**config.mk**
```make
export PLATFORM = sky130hd
export DESIGN_NAME = regfile
export DESIGN_NICKNAME = d
export VERILOG_FILES = /design/src/rtl/regfile.sv
export SDC_FILE = /design/constraint.sdc
export NUM_CORES = 2
export LEC_CHECK = 0
export CAP_MARGIN = 30
export CORE_UTILIZATION = 45
export CTS_CLUSTER_DIAMETER = 50
export DETAILED_ROUTE_END_ITERATION = 8
export PLACE_DENSITY = 0.58
export SETUP_SLACK_MARGIN = 0.15
export SLEW_MARGIN = 30
export SYNTH_ARGS = -nofsm -noshare
export SYNTH_HDL_FRONTEND = slang
export SYNTH_SLANG_ARGS = --single-unit
```
**constraint.sdc**
```tcl
create_clock -name clk_in -period 2.7 [get_ports clk_in]
set_input_delay 0.27 -clock clk_in [delete_from_list [all_inputs] [get_ports clk_in]]
set_output_delay 0.27 -clock clk_in [all_outputs]
set_load 0.02 [all_outputs]
```
**src/rtl/regfile.sv**
```systemverilog
`default_nettype none
// ============================================================================
//  Module   : regfile
//  Brief    : 32 x 32-bit integer register file, two combinational read ports,
//             one write port, x0 hardwired to zero, committed-write counter.
//             Optional same-cycle write-through bypass on the read ports,
//             enabled by defining REGFILE_WRITE_FORWARD_EN.
//  Revision : 1.0  initial release
// ============================================================================
module regfile (
    input  logic        clk_in,
    input  logic        rst_in,
    input  logic        rdE_in,
    input  logic [4:0]  rdIdx_in,
    input  logic [31:0] rdData_in,
    input  logic        rs1E_in,
    input  logic [4:0]  rs1Idx_in,
    input  logic        rs2E_in,
    input  logic [4:0]  rs2Idx_in,
    output logic [31:0] rs1Data_out,
    output logic [31:0] rs2Data_out,
    output logic [31:0] wbCount_out
);

    localparam int         c_NUM_REGS = 32;
    localparam logic [4:0] c_ZERO_IDX = 5'd0;

    logic [31:0] r_mem [c_NUM_REGS];
    logic [31:0] r_wb_count;

    // A write is architectural only when enabled, out of reset and not to x0.
    logic w_wr_commit;
    assign w_wr_commit = rdE_in && !rst_in && (rdIdx_in != c_ZERO_IDX);

    // Storage and commit counter; reset wins over any concurrent write.
    always_ff @(posedge clk_in) begin
        if (rst_in) begin
            for (int i = 0; i < c_NUM_REGS; i++) begin
                r_mem[i] <= '0;
            end
            r_wb_count <= '0;
        end else if (w_wr_commit) begin
            r_mem[rdIdx_in] <= rdData_in;
            r_wb_count      <= r_wb_count + 32'd1;
        end
    end

    assign wbCount_out = r_wb_count;

    // One read port: zero when held in reset, disabled or addressing x0;
    // otherwise the stored entry, optionally bypassed by a same-cycle write.
    function automatic logic [31:0] read_port(
        input logic        en,
        input logic [4:0]  idx,
        input logic [31:0] stored
    );
        logic [31:0] v;
        v = '0;
        if (!rst_in && en && (idx != c_ZERO_IDX)) begin
`ifdef REGFILE_WRITE_FORWARD_EN
            // w_wr_commit already excludes x0, so index 0 never forwards.
            if (w_wr_commit && (rdIdx_in == idx)) begin
                v = rdData_in;
            end else begin
                v = stored;
            end
`else
            v = stored;
`endif
        end
        return v;
    endfunction

    // Read port 1, purely combinational.
    always_comb begin
        rs1Data_out = read_port(rs1E_in, rs1Idx_in, r_mem[rs1Idx_in]);
    end

    // Read port 2, purely combinational and independent of port 1.
    always_comb begin
        rs2Data_out = read_port(rs2E_in, rs2Idx_in, r_mem[rs2Idx_in]);
    end

endmodule
`default_nettype wire

```
* After elaboration in Yosys (flattened, before gate mapping)
Memory sizes are Yosys's and may differ from the RTL's.
Index checks and enable logic that the tools add are counted.
** Cells by class
- Add/subtract/negate cells :: 1
- Mux-type cells :: 10
- Reduce and logical (&&, ||, !) cells :: 11
** Operator list (count)
- two-way mux 32 bit :: 3
- adder 32 x 1 -> 32 bit, second input constant :: 1
- OR reduction 32 bit :: 1
- nonzero test 5 bit :: 3
- logical AND 1 bit :: 6
- two-way mux 1 bit :: 6
- two-way mux 5 bit :: 1
- logical NOT 1 bit :: 1
** Storage, ports and cells
- Output and inout port bits :: 96
- Flip-flop bits (word level) :: 32
- Bits in writable memories :: 1024
- Memories :: 1
- Input port bits :: 52
** Memory list
- r_mem :: depth 32, width 32, rd ports 2, clocked after Yosys merged registers in 0, wr ports 32, RTL line 28 : logic [31:0] r_mem [c_NUM_REGS];

* Depth between registers and ports, before layout
- Depth in word-level cells :: 8
- Depth in mapped cells :: 9
- Mapped depth without buffers :: 4

* Least setup slack after synthesis
OpenSTA, ideal clock, no wires.
- Path kind :: input-to-reg
- Start :: input port rdIdx_in[3]
- End :: memory r_mem[11][0] (enable)
- Buffers on the path :: 1
- Stages :: 4
- Data arrival time :: 1975 ps
- Setup slack :: 334 ps
- Path through :: clkbuf_1 or3b_2 nor2_1 or2_1
** RTL lines
- start, declared :: RTL line 14 : input logic [4:0] rdIdx_in,
- end, declared :: RTL line 28

==> flow_summary.ini <==
[run_status]
status = finished with violations
violations = setup timing

[placement]
dp_cells = 6063
place_area_mm2 = 0.0646
numPortBuffers = 147
gp_congestion = 0.933
dp_hpwl_um = 145000

[cts]
clk_pin_slew_worst_paths_ns = 0.05
clk_path_buf_depth = 3
numCtsBuffers = 139
htreeDepth = 4
clkLatencyLatePin_ns = 0.78
cts_tree = done
root_buffer = clkbuf_16
clock_sinks = 1056

[sta]
post-route-period-util = 1.17
finalWorstSetupSlack_ns = -0.453
slew_headroom = 0.376
timing.fmax_ghz = 0.317
post-route-min-period_ns = 3.15
drv_slew = 0
finalSetupViolCount = 42
rsz0062_at_grt = yes
hold_violations = 0
worst_pin_slew_ns = 0.933
skew_ns = 0.0165

[logic_synthesis]
synthTopCellsByArea = edfxtp_1 (54%), mux4_2 (12%), and2_1 (11%)
synth.most_common_cell = edfxtp_1
synth_area_per_cell_um2 = 13.7
ys_types = 47
synth_enable_flop_cells = 1024
synthTopCellsByCount = edfxtp_1 (1024), and2_1 (998), mux2i_1 (454), clkbuf_1 (313), mux4_2 (311)
synth-main-ff-cell = edfxtp_1
netlist_area_mm2 = 0.0568
synth_top_area_share = 0.541
syn_inst = 4149
yosys_warnings = 0
ys_seq_elements = 1056
yosys.area.top_type = edfxtp_1
synth_seq_area_share = 0.552
async_reset_ff_frac = 0

[worst_setup_path]
critPathLaunchType = flip-flop
cp.required_ns = 2.43
max_stage_delay_ns = 0.61
cp-end-kind = output pin
critPathMaxFanout = 2
crit_slowest_cell = mux4_2
cp_cell_sequence = mux4_2, mux4_2, nand2b_1, buf_4, nand3_4, buf_6, buf_6
arrival_ns = 2.88
path_class = reg2out

[die]
dieWidth_um = 357
pin_count = 148
die_y_um = 357
dieArea_mm2 = 0.128
start_util = 0.453
core_area_mm2 = 0.125
std_cell_rows = 130

[worst_hold_path]
hp-class = in2reg

[route]
viasPerCell = 6.28
drtIter0Drc = 5769
drt_first_pass_iters = 8
ant_nets = 0
remaining_drc_errors = 0
num_vias = 39800
routed_wl_um = 214000
route.detailed.wl_per_inst_um = 33.7

[global_routing]
overflow = 0
grt_use_total = 0.337
grt_pass1_vias = 39400
grt_pass1_wl_um = 301000
grt_max_degree = 47
grt_antenna_before_repair = 17

[final_layout]
final_area_mm2 = 0.0711
multi_input_area_mm2 = 0.0255
nets = 4636
area_growth_pct = 25.0
fillCellCount = 9984
seqCellArea_mm2 = 0.0314
drive_above_1_share = 0.306
layoutNonFillerInstCount = 6344

[power]
leakagePower_nw = 26.1
cellPowerDensity_mw_per_mm2 = 619
irDropWorstVdd_v = 0.000747

[flow_run]
drv_cap = 0
power breakdown:
part           internal [mW]  switching [mW]
registers               18.9           0.461
logic                   2.76            3.37
clock network           11.2            7.37
registers in the layout, indices dropped and copies added, names as in the netlist:
signal and flops:
r_mem 1024, wbCount_out 32
through the flow:
step / setup WS, ns / util / power (mW) / hold slack, ns / setup TNS [ns]
finish: -0.453 / 0.567 / 44.0 / 0.0877 / -3.07
global route: -0.500 / 0.567 / 45.0 / 0.116 / -5.31
CTS: -0.474 / 0.564 / 44.0 / 0.0693 / -4.32
detailed placement: -0.713 / 0.515 / 25.2 / 0.477 / -13.50
global placement: -0.756 / 0.515 / 25.1 / 0.468 / -12.41
floorplan: 0.334 / - / 22.4 / 0.468 / 0
layer usage:
| metal | wire length [um] | track usage |
|---|---|---|
| met1 | 86600 | 0.473 |
| met2 | 98700 | 0.529 |
| met3 | 21100 | 0.0602 |
| met4 | 7340 | 0.114 |
| met5 | 27 | 0 |
logic make-up after synthesis:
kind of cell,count (synthesis),synth area share
buffers and inverters,442,0.0324
and+or+nand+nor,1399,0.147
DFF,1056,0.552
adders and majority gates,1,0.000220
AOI/OAI and AO/OA,416,0.0516
muxes,831,0.216
other,1,0.0000660
xor gates and xnor gates,3,0.000462
worst max-delay path: cells and delay by family (launching register included):
kind	cells	cell delay (ns)
flops	1	0.41
mux	2	1.10
buf+inv	3	0.37
simple gates	2	0.22
placed cells by master, fill, tap and decap left out, types with 30 or more instances in the layout:
cell             count
dfxtp_1             32
buf_6               72
o21ai_0             35
buf_4              401
edfxtp_1          1024
mux2i_1            439
nor2_4              34
nand3_1             78
and2_1             995
clkinv_1            34
or2_2               33
clkbuf_16          146
buf_12             145
a21oi_1             59
mux2_4              53
nand2b_1            45
mux4_2             311
clkdlybuf4s50_1     70
nand2_1             55
conb_1              32
a22oi_1            139
a221oi_1            30
layout make-up:
class,instances,area share
sequential,1056,0.442
multi-input combinational,2682,0.359
timing repair buffer,697,0.106
clock buffer,159,0.0521
tap,1650,0.0291
clock inverter,88,0.0121
inverter,7,0.000370
antenna,5,0.000176
path summary, 6_finish.rpt:
check	to	cells past startpoint	from	slack [ns]
min	wbCount_out[2]$_SDFFE_PP0P_	4	rst_in	0.09
max	rs2Data_out[30]	7	r_mem[15][30]$_SDFFCE_PN0P_	-0.45
max reg2reg	wbCount_out[23]$_SDFFE_PP0P_	5	wbCount_out[4]$_SDFFE_PP0P_	0.57
min reg2reg	wbCount_out[31]$_SDFFE_PP0P_	2	wbCount_out[31]$_SDFFE_PP0P_	0.49
timing repair:
item,in CTS,in global routing
resized for setup,488,43
hold buffers,1,0
hold endpoints to repair,1,0
buffers inserted,18,10
endpoints found under the setup margin,64,64
pin swaps,75,24
Power figures use the tool's default switching activity.
